**src/rtl/comparator_search_ctrl.sv**
```systemverilog
// Binary-search controller that drives comparator operand B with a registered
// guess and narrows a [lo,hi] window from the comparator's Eq/Gt/St flags
// until the target is located, the window is exhausted, or the flags are
// inconsistent.
module comparator_search_ctrl #(
  parameter int WIDTH  = 4,
  parameter int SETTLE = 0,
  parameter int STEPW  = $clog2(WIDTH + 2)
) (
  input  logic             clk,
  input  logic             rst,
  input  logic             start,
  input  logic             Eq,
  input  logic             Gt,
  input  logic             St,
  output logic [WIDTH-1:0] guess,
  output logic             busy,
  output logic             done,
  output logic             found,
  output logic             err,
  output logic [WIDTH-1:0] result,
  output logic [STEPW-1:0] steps
);

  typedef enum logic [1:0] {
    S_IDLE = 2'd0,
    S_WAIT = 2'd1,
    S_DONE = 2'd2
  } state_t;

  localparam logic [WIDTH-1:0] MAX_VAL  = {WIDTH{1'b1}};
  localparam logic [WIDTH-1:0] MID_INIT = MAX_VAL >> 1;
  localparam logic [2:0]       SETTLE_C = 3'(SETTLE);

  state_t             state_q;
  logic [WIDTH-1:0]   lo_q;
  logic [WIDTH-1:0]   hi_q;
  logic [WIDTH-1:0]   guess_q;
  logic [WIDTH-1:0]   result_q;
  logic [2:0]         cnt_q;
  logic [STEPW-1:0]   steps_q;
  logic               busy_q;
  logic               done_q;
  logic               found_q;
  logic               err_q;

  // Midpoints are formed one bit wider than the operands so the sum of two
  // WIDTH-bit values cannot wrap before the halving shift.
  logic [WIDTH:0]     up_sum_d;
  logic [WIDTH:0]     dn_sum_d;
  logic [WIDTH-1:0]   up_mid_d;
  logic [WIDTH-1:0]   dn_mid_d;
  logic               one_hot_d;

  // Candidate next guesses for the "target above" and "target below" cases.
  always_comb begin
    up_sum_d  = {1'b0, guess_q} + {1'b0, hi_q} + (WIDTH + 1)'(1);
    dn_sum_d  = {1'b0, lo_q} + {1'b0, guess_q} - (WIDTH + 1)'(1);
    up_mid_d  = WIDTH'(up_sum_d >> 1);
    dn_mid_d  = WIDTH'(dn_sum_d >> 1);
    one_hot_d = ({Eq, Gt, St} == 3'b100) ||
                ({Eq, Gt, St} == 3'b010) ||
                ({Eq, Gt, St} == 3'b001);
  end

  // Search FSM with all outputs registered alongside the state.
  always_ff @(posedge clk) begin
    if (rst) begin
      state_q  <= S_IDLE;
      lo_q     <= '0;
      hi_q     <= '0;
      guess_q  <= '0;
      result_q <= '0;
      cnt_q    <= '0;
      steps_q  <= '0;
      busy_q   <= 1'b0;
      done_q   <= 1'b0;
      found_q  <= 1'b0;
      err_q    <= 1'b0;
    end else begin
      case (state_q)
        S_IDLE, S_DONE: begin
          if (start) begin
            state_q  <= S_WAIT;
            lo_q     <= '0;
            hi_q     <= MAX_VAL;
            guess_q  <= MID_INIT;
            result_q <= '0;
            cnt_q    <= '0;
            steps_q  <= '0;
            busy_q   <= 1'b1;
            done_q   <= 1'b0;
            found_q  <= 1'b0;
            err_q    <= 1'b0;
          end
        end
        S_WAIT: begin
          if (cnt_q != SETTLE_C) begin
            // Give the comparator time to settle on the new guess.
            cnt_q <= cnt_q + 3'd1;
          end else begin
            steps_q <= steps_q + STEPW'(1);
            if (!one_hot_d) begin
              state_q <= S_DONE;
              busy_q  <= 1'b0;
              done_q  <= 1'b1;
              err_q   <= 1'b1;
            end else if (Eq) begin
              state_q  <= S_DONE;
              busy_q   <= 1'b0;
              done_q   <= 1'b1;
              found_q  <= 1'b1;
              result_q <= guess_q;
            end else if (Gt) begin
              if (guess_q == hi_q) begin
                // Nothing left above the guess: stop rather than wrap.
                state_q <= S_DONE;
                busy_q  <= 1'b0;
                done_q  <= 1'b1;
              end else begin
                lo_q    <= guess_q + WIDTH'(1);
                guess_q <= up_mid_d;
                cnt_q   <= '0;
              end
            end else begin
              if (guess_q == lo_q) begin
                // Nothing left below the guess: stop rather than wrap.
                state_q <= S_DONE;
                busy_q  <= 1'b0;
                done_q  <= 1'b1;
              end else begin
                hi_q    <= guess_q - WIDTH'(1);
                guess_q <= dn_mid_d;
                cnt_q   <= '0;
              end
            end
          end
        end
        default: begin
          state_q <= S_IDLE;
          busy_q  <= 1'b0;
          done_q  <= 1'b0;
        end
      endcase
    end
  end

  assign guess  = guess_q;
  assign busy   = busy_q;
  assign done   = done_q;
  assign found  = found_q;
  assign err    = err_q;
  assign result = result_q;
  assign steps  = steps_q;

endmodule

```
**config.mk**
```make
export PLATFORM = sky130hd
export DESIGN_NAME = comparator_search_ctrl
export DESIGN_NICKNAME = d
export VERILOG_FILES = /design/src/rtl/comparator_search_ctrl.sv
export SDC_FILE = /design/constraint.sdc
export NUM_CORES = 1
export LEC_CHECK = 0
export CAP_MARGIN = 20
export CORE_MARGIN = 2
export CORE_UTILIZATION = 40
export DETAILED_ROUTE_END_ITERATION = 7
export PLACE_DENSITY = 0.63
export SLEW_MARGIN = 20
export SYNTH_ARGS = -nofsm -noshare
export SYNTH_HDL_FRONTEND = slang
export SYNTH_SLANG_ARGS = --single-unit
```
**constraint.sdc**
```tcl
create_clock -name clk -period 6.6 [get_ports clk]
set_input_delay 0.66 -clock clk [delete_from_list [all_inputs] [get_ports clk]]
set_output_delay 0.66 -clock clk [all_outputs]
set_load 0.02 [all_outputs]
```
==> impl_metrics.json <==
{
  "min_path_type": "reg2reg",
  "final_antenna_net_count": 0,
  "period_share": 0.392,
  "setup_viol": 0,
  "grt_max_degree": 28,
  "p_leak_nw": 0.749,
  "period_needed_ps": 2590,
  "rows": 23,
  "maxSlewViolCount": 0,
  "grt_pass1_wl_mm": 6.64,
  "vdd_drop_max_mv": 0.0926,
  "powerDensity_nw_per_um2": 214,
  "cts_tree": "built",
  "ctsHoldBuffers": 0,
  "die_y_um": 69.4,
  "drt_wl_total_mm": 3.73,
  "synth_flop_cell": "dfxtp_1",
  "fin_skew_ps": 4.16,
  "gp_congestion": 0.820,
  "relSlewSlack": 0.316,
  "dp_hpwl_mm": 2.79,
  "cts.sinks": 27,
  "crit_required_ps": 6740,
  "grt.overflow.total": 0,
  "rsz0062_at_grt": "false",
  "startpoint_type": "register",
  "post_cts_buffers": 0,
  "port_buffers": 20,
  "ys_types": 41,
  "grt_use_total": 0.168,
  "start_util": 0.422,
  "syn_to_final_growth_pct": 16.2,
  "drv_cap": 0,
  "h-tree-depth": 1,
  "clock.fmax_mhz": 387,
  "drc": 0,
  "die_area_um2": 4820,
  "async_flop_share": 0,
  "die_x_um": 69.4,
  "tightestPinTransition_ps": 1020,
  "antennaDiodeCount": 0,
  "cts-resized-gates": 0,
  "clk_pin_slew_worst_paths_ps": 100,
  "synth_edf_count": 0,
  "layout-drive-gt1-share": 0.0731,
  "synth_area_um2": 1710,
  "synth.area.top_cells": "dfxtp_1 (32%), ha_1 (12%), nor2_1 (4.8%)",
  "netlist.area_leader.share": 0.316,
  "clock_tree.buffer_depth": 2,
  "via_per_inst": 5.29,
  "drt-pass1-iter-count": 4,
  "synthCells": 203,
  "io_pins": 21,
  "grt_pass1_vias": 1329,
  "coreArea_um2": 4060,
  "critPathMaxFanout": 8,
  "crit_arrival_ps": 2720,
  "antenna_found_initial": 0,
  "syn_nets": 227,
  "clkLatencyLatePin_ps": 280,
  "yosysWarnings": 0,
  "crit_type": "reg2reg",
  "netlist_top_cells_count": "dfxtp_1 (27), nor2_1 (22), inv_1 (20)",
  "dp_slack_ps": 3830,
  "wl_per_cell_um": 13.9,
  "numCtsBuffers": 3,
  "fin_tns_setup_ps": 0,
  "finalHoldViolCount": 0,
  "status": "complete, no violations",
  "yosysMostFrequentCell": "dfxtp_1",
  "root_buffer": "clkbuf_8",
  "synth_area_per_cell_um2": 8.44,
  "synth-seq-area-share": 0.316,
  "yosysTopAreaCell": "dfxtp_1",
  "cp-end-kind": "register",
  "drtIter0Drc": 66,
  "vias": 1423,
  "nets": 244,
  "synth_seq_cells": 27,
  "setup_ws_ps": 4010
}
-- logic make-up (layout without fill, tap and decap cells) --
group           after synthesis  in the layout  synth area share
xor+xnor                     10             10            0.0511
fa+ha+maj                    18             18             0.140
compound gates               46             46             0.191
flops                        27             27             0.316
mux                           3              3            0.0175
simple gates                 71             71             0.221
buf+inv                      28             44            0.0635
-- worst paths after layout --
check,from,to,slack [ps],depth (start not counted)
min,result[0],result[0],470,2
min reg2reg,result[0],result[0],470,2
max reg2reg,guess[1],guess[2],4010,10
max,guess[1],guess[2],4010,10
-- per-stage QoR --
step / utilization / area, um2 / power (mW) / std cells / hold WS [ps]
after CTS: 0.491 / 1990 / 0.430 / 269 / 475
after global routing: 0.491 / 1990 / 0.454 / 269 / 497
after global placement: 0.479 / 1940 / 0.328 / 265 / 452
after floorplan: - / 1710 / 0.289 / 203 / 444
after detailed placement: 0.479 / 1940 / 0.329 / 265 / 452
final: 0.491 / 1990 / 0.425 / 269 / 468
-- critical path, cell delays in order, from the launching register on --
cell and delay (ps):
dfxtp_1 530, inv_1 180, ha_1 350, inv_1 70
ha_1 160, inv_1 50, fa_1 370, xor2_1 150
o21ai_0 90, a2111oi_0 400, nor3_1 80
-- registers in the layout (all words and copies together) (netlist names) --
register and count:
busy 1, cnt_q 3, done 1, err 1, found 1, guess 4
hi_q 4, lo_q 4, result 4, state_q 1, steps 3
-- cells in the final DEF, fill, tap and decap left out, types with 2 or more instances in the layout --
cell and instances:
nand2_1 10, o21ai_0 11, a21oi_1 15, nor4_2 2, ha_1 16, nand3_1 5, a211oi_1 2, inv_1 20
nor2_1 22, nor2b_1 5, xnor2_1 5, a22oi_1 5, dfxtp_1 27, a311oi_1 3, xor2_1 5, nor3_1 10
clkbuf_8 3, mux2i_1 3, nand2b_1 7, fa_1 2, a21oi_2 2, clkdlybuf4s50_1 20
-- area by class of cell --
cell class	count	area [um2]
clock buffer	3	41.3
clock inverter	1	7.51
fill	403	2070
inverter	20	75.1
multi-input combinational	148	1060
sequential	27	541
tap	50	62.6
timing repair buffer	20	200
-- per-layer routing --
layer,vias to the layer above,routed length [um],track usage
met1,646,1880,0.246
met5,-,0,0
li1,736,-,-
met4,0,68,0.0697
met2,34,1620,0.245
met3,7,170,0.0262
-- where the power goes --
part	switching, mW	total, mW	internal, mW
sequential	0.0138	0.186	0.172
clock	0.0578	0.101	0.0430
combinational	0.0775	0.138	0.0606
No activity file was read; power rests on OpenSTA's default activity.
